`config.mk`:
```
export PLATFORM = sky130hd
export DESIGN_NAME = apb_master_arbiter
export DESIGN_NICKNAME = d
export VERILOG_FILES = /design/src/rtl/apb_arb_pkg.sv /design/src/rtl/rr_arbiter.sv /design/src/rtl/apb_master_arbiter.sv
export SDC_FILE = /design/constraint.sdc
export NUM_CORES = 1
export LEC_CHECK = 0
export BUFFER_PORTS_ARGS = -buffer_cell sky130_fd_sc_hd__buf_2
export CAP_MARGIN = 20
export CORE_AREA = 2 2 158 160
export CTS_BUF_LIST = sky130_fd_sc_hd__clkbuf_8
export CTS_CLUSTER_SIZE = 25
export DETAILED_ROUTE_END_ITERATION = 10
export DIE_AREA = 0 0 160 162
export PLACE_DENSITY = 0.58
export SYNTH_ARGS = -nofsm -noshare
export SYNTH_HDL_FRONTEND = slang
export SYNTH_SLANG_ARGS = --single-unit
```
`constraint.sdc`:
```
create_clock -name pclk -period 4.9 [get_ports pclk]
set_input_delay 1.47 -clock pclk [delete_from_list [all_inputs] [get_ports pclk]]
set_output_delay 1.47 -clock pclk [all_outputs]
set_load 0.005 [all_outputs]
```
`src/rtl/apb_arb_pkg.sv`:
```
// apb_arb_pkg: shared FSM states and slave-index decode for the APB master arbiter
package apb_arb_pkg;
    typedef enum logic [1:0] {IDLE, SETUP, ACCESS, RESP} state_t;
    localparam int SLV_IDX_W = 12;
    typedef struct packed {
        logic                 valid;
        logic [SLV_IDX_W-1:0] idx;
    } slv_dec_t;
    function automatic slv_dec_t slv_decode(input logic [SLV_IDX_W-1:0] field, input int pslv_num);
        slv_dec_t d;
        d.idx   = field;
        d.valid = int'(field) < pslv_num;
        return d;
    endfunction
endpackage

```
`src/rtl/rr_arbiter.sv`:
```
// rr_arbiter: round-robin pick starting after the last granted requester
module rr_arbiter #(
    parameter int N = 2,
    localparam int IW = $clog2(N)
) (
    input  logic          i_clk,
    input  logic          i_rst,
    input  logic [N-1:0]  i_req,
    input  logic          i_update,
    output logic [N-1:0]  o_grant,
    output logic [IW-1:0] o_idx
);
    logic [IW-1:0] r_last;
    logic          w_found;
    always_comb begin
        w_found = 1'b0;
        o_idx   = '0;
        for (int k = 1; k <= N; k++) begin
            if (!w_found && i_req[IW'((int'(r_last) + k) % N)]) begin
                w_found = 1'b1;
                o_idx   = IW'((int'(r_last) + k) % N);
            end
        end
    end
    assign o_grant = w_found ? N'(1) << o_idx : '0;
    // Starting at N-1 gives master 0 first priority out of reset.
    always_ff @(posedge i_clk) begin
        if (i_rst)
            r_last <= IW'(N - 1);
        else if (i_update)
            r_last <= o_idx;
    end
endmodule

```
`src/rtl/apb_master_arbiter.sv`:
```
// apb_master_arbiter: shares one APB bus among REQ_NUM requesters with decode-error and timeout protection
module apb_master_arbiter
    import apb_arb_pkg::*;
#(
    parameter int REQ_NUM     = 2,
    parameter int ADDR_WIDTH  = 32,
    parameter int PADDR_WIDTH = 16,
    parameter int DATA_WIDTH  = 32,
    parameter int PSLV_NUM    = 5,
    parameter int TIMEOUT     = 255
) (
    input  logic                             pclk,
    input  logic                             prst,
    input  logic                             pclken,
    input  logic [REQ_NUM-1:0]               req_valid,
    input  logic [REQ_NUM*ADDR_WIDTH-1:0]    req_addr,
    input  logic [REQ_NUM-1:0]               req_write,
    input  logic [REQ_NUM*DATA_WIDTH-1:0]    req_wdata,
    input  logic [REQ_NUM*DATA_WIDTH/8-1:0]  req_strb,
    output logic [REQ_NUM-1:0]               req_ready,
    output logic [DATA_WIDTH-1:0]            req_rdata,
    output logic                             req_err,
    output logic [$clog2(REQ_NUM)-1:0]       grant_id,
    output logic                             busy,
    output logic [PADDR_WIDTH-1:0]           paddr,
    output logic [PSLV_NUM-1:0]              psel,
    output logic                             penable,
    output logic                             pwrite,
    output logic [DATA_WIDTH-1:0]            pwdata,
    output logic [DATA_WIDTH/8-1:0]          pstrb,
    input  logic [PSLV_NUM-1:0]              pready_i,
    input  logic [PSLV_NUM*DATA_WIDTH-1:0]   prdata_i,
    input  logic [PSLV_NUM-1:0]              pslverr_i
);
    localparam int GW = $clog2(REQ_NUM);
    localparam int SW = PSLV_NUM > 1 ? $clog2(PSLV_NUM) : 1;
    localparam int BW = DATA_WIDTH / 8;
    localparam int CW = TIMEOUT > 1 ? $clog2(TIMEOUT + 1) : 1;

    state_t                 r_state, w_next;
    logic [GW-1:0]          r_grant, w_gidx;
    logic [REQ_NUM-1:0]     w_gnt_oh;
    logic [SW-1:0]          r_sidx;
    logic [PADDR_WIDTH-1:0] r_paddr;
    logic                   r_pwrite, r_err;
    logic [DATA_WIDTH-1:0]  r_pwdata, r_rdata;
    logic [BW-1:0]          r_pstrb;
    logic [CW-1:0]          r_cnt;
    logic [ADDR_WIDTH-1:0]  w_addr;
    slv_dec_t               w_dec;
    logic                   w_take, w_wr, w_rdy, w_done, w_wait, w_tout;

    rr_arbiter #(.N(REQ_NUM)) u_rr (
        .i_clk    (pclk),
        .i_rst    (prst),
        .i_req    (req_valid),
        .i_update (w_take),
        .o_grant  (w_gnt_oh),
        .o_idx    (w_gidx)
    );

    assign w_take = r_state == IDLE && pclken && |req_valid;
    assign w_addr = req_addr[w_gidx*ADDR_WIDTH +: ADDR_WIDTH];
    assign w_dec  = slv_decode(w_addr[PADDR_WIDTH+SLV_IDX_W-1:PADDR_WIDTH], PSLV_NUM);
    assign w_wr   = |(req_write & w_gnt_oh);
    assign w_rdy  = pready_i[r_sidx];
    assign w_done = r_state == ACCESS && pclken && w_rdy;
    assign w_wait = r_state == ACCESS && pclken && !w_rdy;
    assign w_tout = w_wait && TIMEOUT != 0 && r_cnt == CW'(TIMEOUT - 1);

    always_comb begin
        w_next = r_state;
        case (r_state)
            IDLE:    if (w_take) w_next = w_dec.valid ? SETUP : RESP;
            SETUP:   if (pclken) w_next = ACCESS;
            ACCESS:  if (w_done || w_tout) w_next = RESP;
            default: w_next = IDLE;
        endcase
    end

    always_ff @(posedge pclk) begin
        if (prst)
            r_state <= IDLE;
        else
            r_state <= w_next;
    end

    always_ff @(posedge pclk) begin
        if (prst) begin
            r_grant  <= '0;
            r_sidx   <= '0;
            r_paddr  <= '0;
            r_pwrite <= 1'b0;
            r_pwdata <= '0;
            r_pstrb  <= '0;
            r_rdata  <= '0;
            r_err    <= 1'b0;
            r_cnt    <= '0;
        end else begin
            if (w_take) begin
                r_grant  <= w_gidx;
                r_sidx   <= SW'(w_dec.idx);
                r_paddr  <= w_addr[PADDR_WIDTH-1:0];
                r_pwrite <= w_wr;
                r_pwdata <= req_wdata[w_gidx*DATA_WIDTH +: DATA_WIDTH];
                r_pstrb  <= w_wr ? req_strb[w_gidx*BW +: BW] : '0;
                r_rdata  <= '0;
                r_err    <= !w_dec.valid;
                r_cnt    <= '0;
            end
            if (w_done) begin
                r_rdata <= r_pwrite ? '0 : prdata_i[r_sidx*DATA_WIDTH +: DATA_WIDTH];
                r_err   <= pslverr_i[r_sidx];
            end
            if (w_tout) begin
                r_rdata <= '0;
                r_err   <= 1'b1;
            end else if (w_wait) begin
                r_cnt <= r_cnt + 1'b1;
            end
        end
    end

    assign req_ready = r_state == RESP ? REQ_NUM'(1) << r_grant : '0;
    assign req_rdata = r_rdata;
    assign req_err   = r_err;
    assign grant_id  = r_grant;
    assign busy      = r_state != IDLE;
    assign paddr     = r_paddr;
    assign psel      = (r_state == SETUP || r_state == ACCESS) ? PSLV_NUM'(1) << r_sidx : '0;
    assign penable   = r_state == ACCESS;
    assign pwrite    = r_pwrite;
    assign pwdata    = r_pwdata;
    assign pstrb     = r_pstrb;
endmodule

```
==> results.md <==
* Switch Pwr at 0.00107 W
* Final HPWL DP at 17900 µm
* Post-CTS Setup Bufs at 0
* Drt first pass iters at 4
* #FFs+latches synth at 101
* Routed met3 length at 1760 µm
* Grt ovf at 0
* Hold_buf cts at 0
* CP Data Arrival Time at 1870 ps
* I/O pin count at 409
* Clock latency on the worst-skew pair at 390 ps
* Sequential share of the synthesized area at 36.2%
* Hold Vio Cnt, Final at 0
* GRT Total Usage at 17.1%
* Post-synth EDFFs at 0
* WL/cell at 17.4 µm
* DIE WIDTH at 160 µm
* Max-slew headroom at 27.8%
* Share of the synthesized area in the top cell type at 36.2%
* CTS H-tree depth at 3
* Final Max Slew Viols at 0
* Static Leak at 3.70 nW
* Initial antenna violation count at 2
* Setup crit start kind: flip-flop
* Multi-input gate area at 3320 µm²
* Max_cap viols at 0
* Filler Cells Inserted at 2619
* ANT nets after route at 0
* Initial DRC Count at 262
* CP Capture Type: output port
* Setup Skew at 17.5 ps
* Internal power at 0.00169 W
* Wire length on met2 at 11600 µm
* Crit share post-route at 68.2%
* Top layer in use: met5
* Part of the power in registers at 37.9%
* Register area at 2020 µm²
* Achievable frequency at 299 MHz
* TNS Setup at 0 ps
* Share of cells above drive strength 1 at 47.2%
* Sw frac at 38.8%
* Clock transition at path regs at 120 ps
* RSZ-0062 raised after global routing: false
* Vias in the first global route at 6230
* # setup viols final at 0
* Yosys Warn Count at 0
* PortBufs at 400
* Via count at 6321
* Nets@finish at 1314
* Max Fanout on Critical Path at 33
* CTS tree: yes
* Initial Utilization at 23.2%
* Largest net degree at the start of global routing at 77
* Syn Nets at 946
* Routability cong. at 0.798
* # diodes at 0
* PostCTS Resize Cnt at 0
* Cells after Synth at 627
* Comb power frac at 42.5%
* PnR Total Power at 0.00277 W
* Largest area contributor in the netlist: dfxtp_1
* Routed WL at 23100 µm
* Fin crit period at 3340 ps
* Clk sink count at 101
* CP Class: reg -> out
* Synth area leaders: dfxtp_1 (36%), mux4_2 (13%), nand2_1 (6.0%), o2bb2ai_1 (5.0%), a211oi_1 (4.6%)
* FP Rows at 57
* Hold Path Class: reg -> reg
* First-pass GRT wire length at 34500 µm
* Mapped cell area at 5590 µm²
* Maximum vdd ir drop at 0.000156 V
* Top FF cell, synth: dfxtp_1
* Root buf cell: clkbuf_8
* CTS Buf Count at 9
* Met1 WL at 8950 µm
* Vias per inst at 4.77
* Clk buf depth at 2
* Worst Tran Pin Value at 1080 ps
* Average size of a mapped cell at 8.91 µm²
* Synth cell types at 46
* Outcome: finished clean
* Area Growth Syn to Fin at 44.5%
* Die Span Y at 162 µm
* Power per Cell Area at 343 nW/µm²
* WP data required at 3430 ps
* Power share of the clock group at 19.6%
* Core area at 24100 µm²
* Full die area at 25900 µm²
* DRC at 0
* Async set or reset register ratio after synthesis at 0%
-- area by class of cell --
| type | instances | share of cell area [%] |
|---|---|---|
| timing repair buffer | 413 | 26.0 |
| sequential | 101 | 25.1 |
| multi-input combinational | 462 | 41.2 |
| clock buffer | 9 | 1.53 |
| tap | 324 | 5.02 |
| inverter | 8 | 0.372 |
| clock inverter | 7 | 0.821 |
-- placed cells by master, fill, tap and decap left out, drive strengths merged, types with 2 or more instances in the layout --
cell type / instances
and2: 38
nor2b: 2
nand3b: 3
or3: 2
mux2i: 5
a21oi: 14
clkinv: 2
ha: 6
nand3: 8
nand2: 89
o211ai: 3
nor3b: 2
nand4: 3
a22oi: 32
nor4: 3
nor2: 64
a31oi: 4
dfxtp: 101
inv: 12
clkbuf: 9
a211oi: 34
xor2: 2
mux4: 32
and3: 2
buf: 413
o2bb2ai: 32
a311oi: 20
o21ai: 40
nor3: 6
-- synthesized netlist by cell type, types with 4 or more instances --
master	number
a211oi_1	34
mux2i_1	5
inv_1	8
mux4_2	32
nand2_1	89
o2bb2ai_1	32
a311oi_1	20
buf_1	5
o21ai_0	40
nor3_1	6
nor2_1	64
buf_6	5
a31oi_1	4
dfxtp_1	101
and2_1	38
a22oi_1	32
nand3_1	8
a21oi_1	14
clkbuf_1	43
ha_1	6
-- final timing paths --
kind / from / end / slack [ps] / cells past startpoint
max: r_sidx[2] / psel[4] / 1560 / 6
max reg2reg: r_sidx[1] / req_rdata[19] / 2370 / 5
min reg2reg: pwdata[13] / pwdata[13] / 500 / 2
min: pwdata[13] / pwdata[13] / 500 / 2
-- cells by family (layout without fill, tap and decap cells) --
family / after synthesis / after routing / synth area share [%]
xor gates and xnor gates: 3 / 3 / 0.470
AOI/OAI and AO/OA: 185 / 185 / 24.0
adders and majority gates: 6 / 6 / 1.34
buffers and inverters: 64 / 437 / 5.04
and+or+nand+nor: 230 / 230 / 19.0
muxes: 38 / 38 / 14.0
DFF: 101 / 101 / 36.2
-- stage by stage --
stage                     util (%)  hold slack (ps)  setup WS (ps)  cell area, µm²  instances
after floorplan                  -              461           2030            5590        627
after global placement        32.7              473           1390            7880       1308
after global routing          33.5              518           1410            8070       1324
after CTS                     33.5              507           1540            8070       1324
final                         33.5              501           1560            8070       1324
after detailed placement      32.7              479           1370            7880       1308
-- power groups by stage --
stage	Sequential, W	Combinational (W)	Clock (W)
floorplan	0.00105	0.000723	0
global placement	0.00107	0.00119	0
detailed placement	0.00106	0.00119	0
CTS	0.00105	0.00120	0.000577
global route	0.00107	0.00131	0.000606
finish	0.00105	0.00118	0.000543
-- state kept, by name, indices dropped and copies added (netlist names), 2 cells and up --
name       count
paddr         16
r_state        2
pstrb          4
req_rdata     32
r_sidx         3
r_cnt          8
pwdata        32
-- per-layer routing --
layer  track usage, %  up-vias
met5                0        -
met2             30.9      288
met4             6.55        4
met3             4.62       38
met1             19.4     2935
li1                 -     3056
-- worst max-delay path: stages (launching register included) --
cell,delay [ps]
dfxtp_1,340
inv_1,40
buf_4,230
nor3_2,200
buf_4,360
and2_1,170
buf_2,110
Power figures use the tool's default switching activity.
